## config.mk

```make
export PLATFORM = sky130hd
export DESIGN_NAME = serial_add_ctrl
export DESIGN_NICKNAME = d
export VERILOG_FILES = /design/src/rtl/serial_add_ctrl.sv
export SDC_FILE = /design/constraint.sdc
export NUM_CORES = 1
export LEC_CHECK = 0
export CORE_MARGIN = 1.5
export CORE_UTILIZATION = 53
export CTS_CLUSTER_DIAMETER = 120
export CTS_CLUSTER_SIZE = 30
export DETAILED_ROUTE_END_ITERATION = 10
export GPL_TIMING_DRIVEN = 1
export PLACE_DENSITY = 0.86
export SYNTH_ARGS = -nofsm -noshare
export SYNTH_HDL_FRONTEND = slang
export SYNTH_SLANG_ARGS = --single-unit
```

## constraint.sdc

```tcl
create_clock -name clk_in -period 2.4 [get_ports clk_in]
set_clock_uncertainty 0.1 [all_clocks]
set_input_delay 0.48 -clock clk_in [delete_from_list [all_inputs] [get_ports clk_in]]
set_output_delay 0.48 -clock clk_in [all_outputs]
set_load 0.005 [all_outputs]
```

## src/rtl/serial_add_ctrl.sv

```systemverilog
// rtl/serial_add_ctrl.sv - bit-serial add sequencer driving one external 1-bit full adder
//
// Adds two WIDTH-bit operands LSB first over WIDTH cycles using an external
// combinational FullAdder, then presents the sum and carry-out until the next
// completion. Optional macro SERIAL_ADD_SUB_EN adds sub_in for a-b.
//
// Ports:
//   clk_in      clock, rising edge
//   rst_in      synchronous reset, active-high
//   start_in    request, sampled only in IDLE
//   a_in/b_in   operands, captured on accepted start
//   c_in        initial carry, captured on accepted start
//   sub_in      (SERIAL_ADD_SUB_EN only) subtract select, captured on accepted start
//   busy_out    high while the serial add runs
//   done_out    one-cycle pulse when sum_out/carry_out have just been updated
//   sum_out     last completed sum
//   carry_out   last completed carry-out (in subtract mode: 1 = no borrow)
//   fa_x_out/fa_y_out/fa_cin_out   operand bits and carry to the FullAdder
//   fa_sum_in/fa_cout_in           FullAdder sum and carry results
module serial_add_ctrl #(
   parameter int WIDTH = 8
) (
   input  logic             clk_in,
   input  logic             rst_in,
   input  logic             start_in,
   input  logic [WIDTH-1:0] a_in,
   input  logic [WIDTH-1:0] b_in,
   input  logic             c_in,
`ifdef SERIAL_ADD_SUB_EN
   input  logic             sub_in,
`endif
   output logic             busy_out,
   output logic             done_out,
   output logic [WIDTH-1:0] sum_out,
   output logic             carry_out,
   output logic             fa_x_out,
   output logic             fa_y_out,
   output logic             fa_cin_out,
   input  logic             fa_sum_in,
   input  logic             fa_cout_in
);

   localparam int CW = $clog2(WIDTH + 1);
   localparam logic [CW-1:0] LAST_BIT = CW'(WIDTH - 1);

   typedef enum logic [1:0] {
      ST_IDLE = 2'd0,
      ST_RUN  = 2'd1,
      ST_DONE = 2'd2
   } state_t;

   state_t           state_q;
   logic [WIDTH-1:0] a_sr_q;
   logic [WIDTH-1:0] b_sr_q;
   logic [WIDTH-1:0] s_sr_q;
   logic             cy_q;
   logic [CW-1:0]    cnt_q;
   logic [WIDTH-1:0] sum_q;
   logic             carry_q;
   logic             busy_q;
   logic             done_q;

   logic [WIDTH-1:0] b_cap_d;
   logic             cy_cap_d;
   logic [WIDTH-1:0] s_sr_d;

   // Subtraction is a + ~b + 1, so only the captured B and initial carry differ.
`ifdef SERIAL_ADD_SUB_EN
   assign b_cap_d  = sub_in ? ~b_in : b_in;
   assign cy_cap_d = sub_in ? 1'b1  : c_in;
`else
   assign b_cap_d  = b_in;
   assign cy_cap_d = c_in;
`endif

   // The sum bit arrives LSB first, so it enters at the top and shifts down.
   assign s_sr_d = {fa_sum_in, s_sr_q[WIDTH-1:1]};

   // Gated by state so the FullAdder inputs are quiet outside RUN.
   assign fa_x_out   = (state_q == ST_RUN) & a_sr_q[0];
   assign fa_y_out   = (state_q == ST_RUN) & b_sr_q[0];
   assign fa_cin_out = (state_q == ST_RUN) & cy_q;

   assign busy_out  = busy_q;
   assign done_out  = done_q;
   assign sum_out   = sum_q;
   assign carry_out = carry_q;

   always_ff @(posedge clk_in) begin
      if (rst_in) begin
         state_q <= ST_IDLE;
         a_sr_q  <= '0;
         b_sr_q  <= '0;
         s_sr_q  <= '0;
         cy_q    <= 1'b0;
         cnt_q   <= '0;
         sum_q   <= '0;
         carry_q <= 1'b0;
         busy_q  <= 1'b0;
         done_q  <= 1'b0;
      end else begin
         case (state_q)
            ST_IDLE: begin
               done_q <= 1'b0;
               if (start_in) begin
                  a_sr_q  <= a_in;
                  b_sr_q  <= b_cap_d;
                  cy_q    <= cy_cap_d;
                  cnt_q   <= '0;
                  busy_q  <= 1'b1;
                  state_q <= ST_RUN;
               end
            end
            ST_RUN: begin
               s_sr_q <= s_sr_d;
               cy_q   <= fa_cout_in;
               a_sr_q <= a_sr_q >> 1;
               b_sr_q <= b_sr_q >> 1;
               cnt_q  <= cnt_q + CW'(1);
               if (cnt_q == LAST_BIT) begin
                  sum_q   <= s_sr_d;
                  carry_q <= fa_cout_in;
                  busy_q  <= 1'b0;
                  done_q  <= 1'b1;
                  state_q <= ST_DONE;
               end
            end
            ST_DONE: begin
               done_q  <= 1'b0;
               state_q <= ST_IDLE;
            end
            default: begin
               busy_q  <= 1'b0;
               done_q  <= 1'b0;
               state_q <= ST_IDLE;
            end
         endcase
      end
   end

endmodule
```

==> After elaboration in Yosys (flattened, before gate mapping) <==
Cells that the tools add are included.
{ "totals": {"regBits": 42, "in_bits": 22, "output_inout_bits": 14, "wordCells": 42} }
{ "classes": {"addsub": 1, "n_eq_ne": 5, "n_mux": 14, "bitwise_logic": 5, "n_reduce_logical": 7} }
{ "op_table": {"columns": ["op", "count"], "rows": [
  ["$pmux W8 S2", 2],
  ["$mux W8", 2],
  ["$pmux W4 S2", 1],
  ["$reduce_and A2 Y1", 3],
  ["$add A4 B1 Y4 const B", 1],
  ["$eq A4 B3 Y1 const B", 1],
  ["$mux W2", 2],
  ["$mux W4", 1],
  ["$pmux W2 S2", 1],
  ["$and A1 B1 Y1", 3],
  ["$mux W1", 3],
  ["$pmux W1 S3", 1],
  ["$reduce_and A3 Y1", 1],
  ["$eq A2 B1 Y1 const B", 1],
  ["$eq A2 B2 Y1 const B", 1],
  ["$logic_not A2 Y1", 1],
  ["$ne A2 B1 Y1 const B", 1],
  ["$ne A2 B2 Y1 const B", 1],
  ["$not A1 Y1", 2],
  ["$pmux W1 S2", 1],
  ["$reduce_bool A2 Y1", 1],
  ["$reduce_or A2 Y1", 1]
]} }

==> Depth between registers and ports, before layout <==
{ "depth": {"word_depth": 3, "mapped_depth": 6, "mapped_depth_nobuf": 4} }

==> Worst setup path after synthesis <==
OpenSTA, ideal clock, no wires.
{ "synth_timing": {"kind": "register -> output", "from": "register state_q[0]", "to": "output fa_cin_out", "t_arrival_ns": 1.009, "setup_slack_ns": 0.811, "path_stages_with_launch": 5, "cell_sequence": "dfxtp_1 > buf_4 > and2b_1 > clkbuf_1 > and2_1"} }
{ "synth_via": {"elab_chain_len": 2} }
{ "synth_rtl": {"columns": ["item", "line", "text"], "rows": [
  ["start, declared", "52", "state_t state_q;"],
  ["start signal, assigned", "91", "state_q <= ST_IDLE;"],
  ["start signal, assigned", "111", "state_q <= ST_RUN;"],
  ["start signal, assigned", "125", "state_q <= ST_DONE;"],
  ["$eq A2 B1 Y1", "82", "assign fa_cin_out = (state_q == ST_RUN) & cy_q;"],
  ["$and A1 B1 Y1", "82", null],
  ["end, declared", "38", "output logic fa_cin_out,"]
]} }
No other way between the ends.

==> Worst setup path in the final report <==
{ "layout_timing": {"from": "register state_q[1]", "to": "output fa_cin_out"} }
The elaborated chain is that of the path after synthesis.

==> impl_metrics.env <==
export IMPL_status="finished clean"
export IMPL_required_ns=1.82
export IMPL_die_width_um=59.5
export IMPL_fill_cells=255
export IMPL_crit_cells=3
export IMPL_io_buffers=35
export IMPL_endpoint="fa_cin_out"
export IMPL_p_total_w=0.00137
export IMPL_place_area_sq_um=2030
export IMPL_cap_violations=0
export IMPL_io_pins=36
export IMPL_drv_slew=0
export IMPL_drt_iter0_markers=81
export IMPL_tightest_slew_ns=0.485
export IMPL_slowest_stage="clkdlybuf4s50_1"
export IMPL_grt_pass1_wl_um=6330
export IMPL_cts_path_max_buffers=2
export IMPL_avgRoutedWirePerCell_um=13.1
export IMPL_gp_congestion=0.824
export IMPL_drcViolationCount=0
export IMPL_r2r_start="cnt_q[0]"
export IMPL_yosys_cell_types_count=29
export IMPL_grt_overflow=0
export IMPL_ff_latch_area_sq_um=821
export IMPL_first_global_vias=1464
export IMPL_crit_path_start_kind="flop"
export IMPL_area_delta_synth_final_pct=25.3
export IMPL_slew_limit_headroom_pct=67.6
export IMPL_cts_htree_levels=2
export IMPL_power_frac_comb_pct=11.7
export IMPL_critical_path_arrival_ns=1.70
export IMPL_multi_input_area_sq_um=771
export IMPL_powerDensity_nw_per_um2=645
export IMPL_root_buffer="clkbuf_4"
export IMPL_clock_power_share_pct=34.9
export IMPL_worst_path_buf_inv=1
export IMPL_reg2reg_slack_ns=0.84
export IMPL_rsz0062_at_grt="false"
export IMPL_crit_chain="and2b_1 -> and2_1 -> clkdlybuf4s50_1"
export IMPL_finalHoldViolCount=0
export IMPL_ir_worst_vdd_uv=432
export IMPL_crit_type="flop to output pin"
export IMPL_swShare_pct=24.1
export IMPL_synth_seq_cells=41
export IMPL_setup_viol=0
export IMPL_dieHeight_um=59.5
export IMPL_critPathMaxStageDelay_ns=0.49
export IMPL_cts_tree="built"
export IMPL_antenna_found_initial=0
export IMPL_cp_startpoint="state_q[1]"
export IMPL_switchingPower_w=0.000330
export IMPL_postSynthCellCount=200
export IMPL_syn_area_per_cell_sq_um=8.47
export IMPL_diodes=0
export IMPL_hp_class="flop to flop"
export IMPL_initial_core_util_pct=55.5
export IMPL_ant_nets=0
export IMPL_critPathTopFamily="buffers and inverters"
export IMPL_stdcell_area_sq_um=2120
export IMPL_r2r_end="sum_out[2]"
export IMPL_grt_max_degree=42
export IMPL_nets=251
export IMPL_ys_seq_area_share_pct=48.4
export IMPL_crit_fanout=7
export IMPL_drive_above_1_share_pct=6.11
export IMPL_drt_pass1_iter_count=4
export IMPL_num_rows=20
export IMPL_p_leak_nw=0.736
export IMPL_core_area_sq_um=3050
export IMPL_min_period_ns=2.28
export IMPL_setup_slack_ns=0.118
export IMPL_die_area_sq_um=3540
export IMPL_hold_buffers=0
export IMPL_fin_tns_setup_ns=0
export IMPL_min_period_over_period_pct=95.1
export IMPL_hpwl_um=2410
export IMPL_routed_wirelength_um=3580
export IMPL_clk_latency_ns=0.36
export IMPL_critical_path_endpoint_type="output pin"
export IMPL_internal_power_w=0.00104
export IMPL_track_usage_pct=23.4
export IMPL_numCtsBuffers=5
export IMPL_reg2reg_depth=4
export IMPL_post_route_util_pct=69.5
export IMPL_vias=1559
export IMPL_syn_nets=223
export IMPL_seqPwrFrac_pct=53.4
export IMPL_fmax_mhz=438
export IMPL_worstHoldStart="s_sr_q[6]"
export IMPL_cts_sinks=41
export IMPL_yosys_warnings=0
export IMPL_cts_resized=0
export IMPL_clk_pin_slew_ns=0.13
export IMPL_syn_area_sq_um=1690
export IMPL_dp_slack_ns=0.352
export IMPL_cts_setup_buffers=0
export IMPL_vias_per_cell=5.71
## synthesized netlist by cell type
library cell / instances / area (sq um)
dfxtp_1: 41 / 821
nand2b_2: 1 / 8.76
buf_4: 1 / 7.51
nand2_1: 18 / 67.6
a22oi_1: 3 / 22.5
and3b_1: 1 / 8.76
nor3b_1: 1 / 7.51
o21ba_2: 1 / 10.0
nand2b_1: 1 / 6.26
o32a_1: 1 / 10.0
ha_1: 1 / 12.5
nand3b_1: 1 / 7.51
nor3_1: 2 / 10.0
a21oi_1: 19 / 95.1
inv_1: 2 / 7.51
nor2_1: 29 / 109
and2b_1: 1 / 7.51
clkbuf_1: 8 / 30.0
a31oi_1: 1 / 6.26
o21bai_1: 1 / 7.51
a211oi_1: 17 / 128
nand3_1: 12 / 60.1
buf_6: 2 / 22.5
buf_2: 7 / 35.0
o22ai_1: 6 / 37.5
o21ai_0: 9 / 45.0
or3_1: 1 / 6.26
and2_1: 3 / 18.8
o2bb2ai_1: 9 / 78.8
## state kept, by name (all words and copies together) (netlist names)
register   flops
cy_q           1
b_sr_q         8
a_sr_q         8
sum_out        8
busy_out       1
state_q        2
cnt_q          4
carry_out      1
done_out       1
s_sr_q         7
## power by group through the flow
| stage | Sequential [W] | Combinational, W | Clock, W |
|---|---|---|---|
| 3_5_place_dp | 0.000745 | 0.000161 | 0 |
| 5_1_grt | 0.000735 | 0.000179 | 0.000516 |
| 4_1_cts | 0.000730 | 0.000161 | 0.000489 |
| 3_3_place_gp | 0.000745 | 0.000157 | 0 |
| 2_1_floorplan | 0.000740 | 0.000104 | 0 |
| 6_report | 0.000731 | 0.000161 | 0.000478 |
## layout make-up
type,instances,area share [%]
clock buffers,6,2.42
clock inverters,2,1.77
inverters,2,0.354
multi-input cells,139,36.3
flip-flops and latches,41,38.7
well taps,44,2.59
repair buffers,39,17.9
## metrics by stage
step	std cells	hold slack, ns
floorplan	200	0.337
global placement	265	0.344
detailed placement	265	0.350
CTS	273	0.368
global route	273	0.406
finish	273	0.372
## layer usage
| metal | vias to the layer above | track usage, % | wire [um] |
|---|---|---|---|
| met2 | 49 | 35.9 | 1690 |
| li1 | 769 | - | - |
| met1 | 736 | 31.9 | 1660 |
| met5 | - | 0 | 0 |
| met4 | 0 | 8.89 | 44 |
| met3 | 5 | 5.46 | 196 |
## layout by cell type (no fill, tap or decap), types with 2 or more instances in the layout
master | Yosys | final
o21ai_0 | 9 | 9
clkbuf_4 | 0 | 5
nand2_1 | 18 | 18
o2bb2ai_1 | 9 | 9
clkdlybuf4s50_1 | 0 | 35
nor3_1 | 2 | 2
a211oi_1 | 17 | 17
nor2_1 | 29 | 29
and2_1 | 3 | 3
buf_4 | 1 | 4
o22ai_1 | 6 | 6
a21oi_1 | 19 | 19
nand3_1 | 12 | 12
a22oi_1 | 3 | 3
inv_1 | 2 | 2
dfxtp_1 | 41 | 41
## cell families (layout without fill, tap and decap cells)
family          Yosys count  in the layout  share of synthesized area (%)
fa+ha+maj                 1              1                          0.738
compound gates           67             67                           26.0
simple gates             71             71                           18.8
buf+inv                  20             49                           6.06
flops                    41             41                           48.4
## worst min-delay path by stage
stage                      end  slack (ns)  depth (start not counted)
floorplan            s_sr_q[1]        0.34                          2
global placement     s_sr_q[1]        0.34                          2
detailed placement   s_sr_q[1]        0.35                          2
CTS                  s_sr_q[1]        0.37                          2
global route        sum_out[5]        0.41                          2
finish               s_sr_q[5]        0.37                          2
## worst register-to-register path: cells and delay by family (launching register included)
kind,cells,cell delay [ns]
DFF,1,0.41
AOI/OAI and AO/OA,2,0.40
adders and majority gates,1,0.23
and+or+nand+nor,1,0.31
Power figures use the tool's default switching activity.
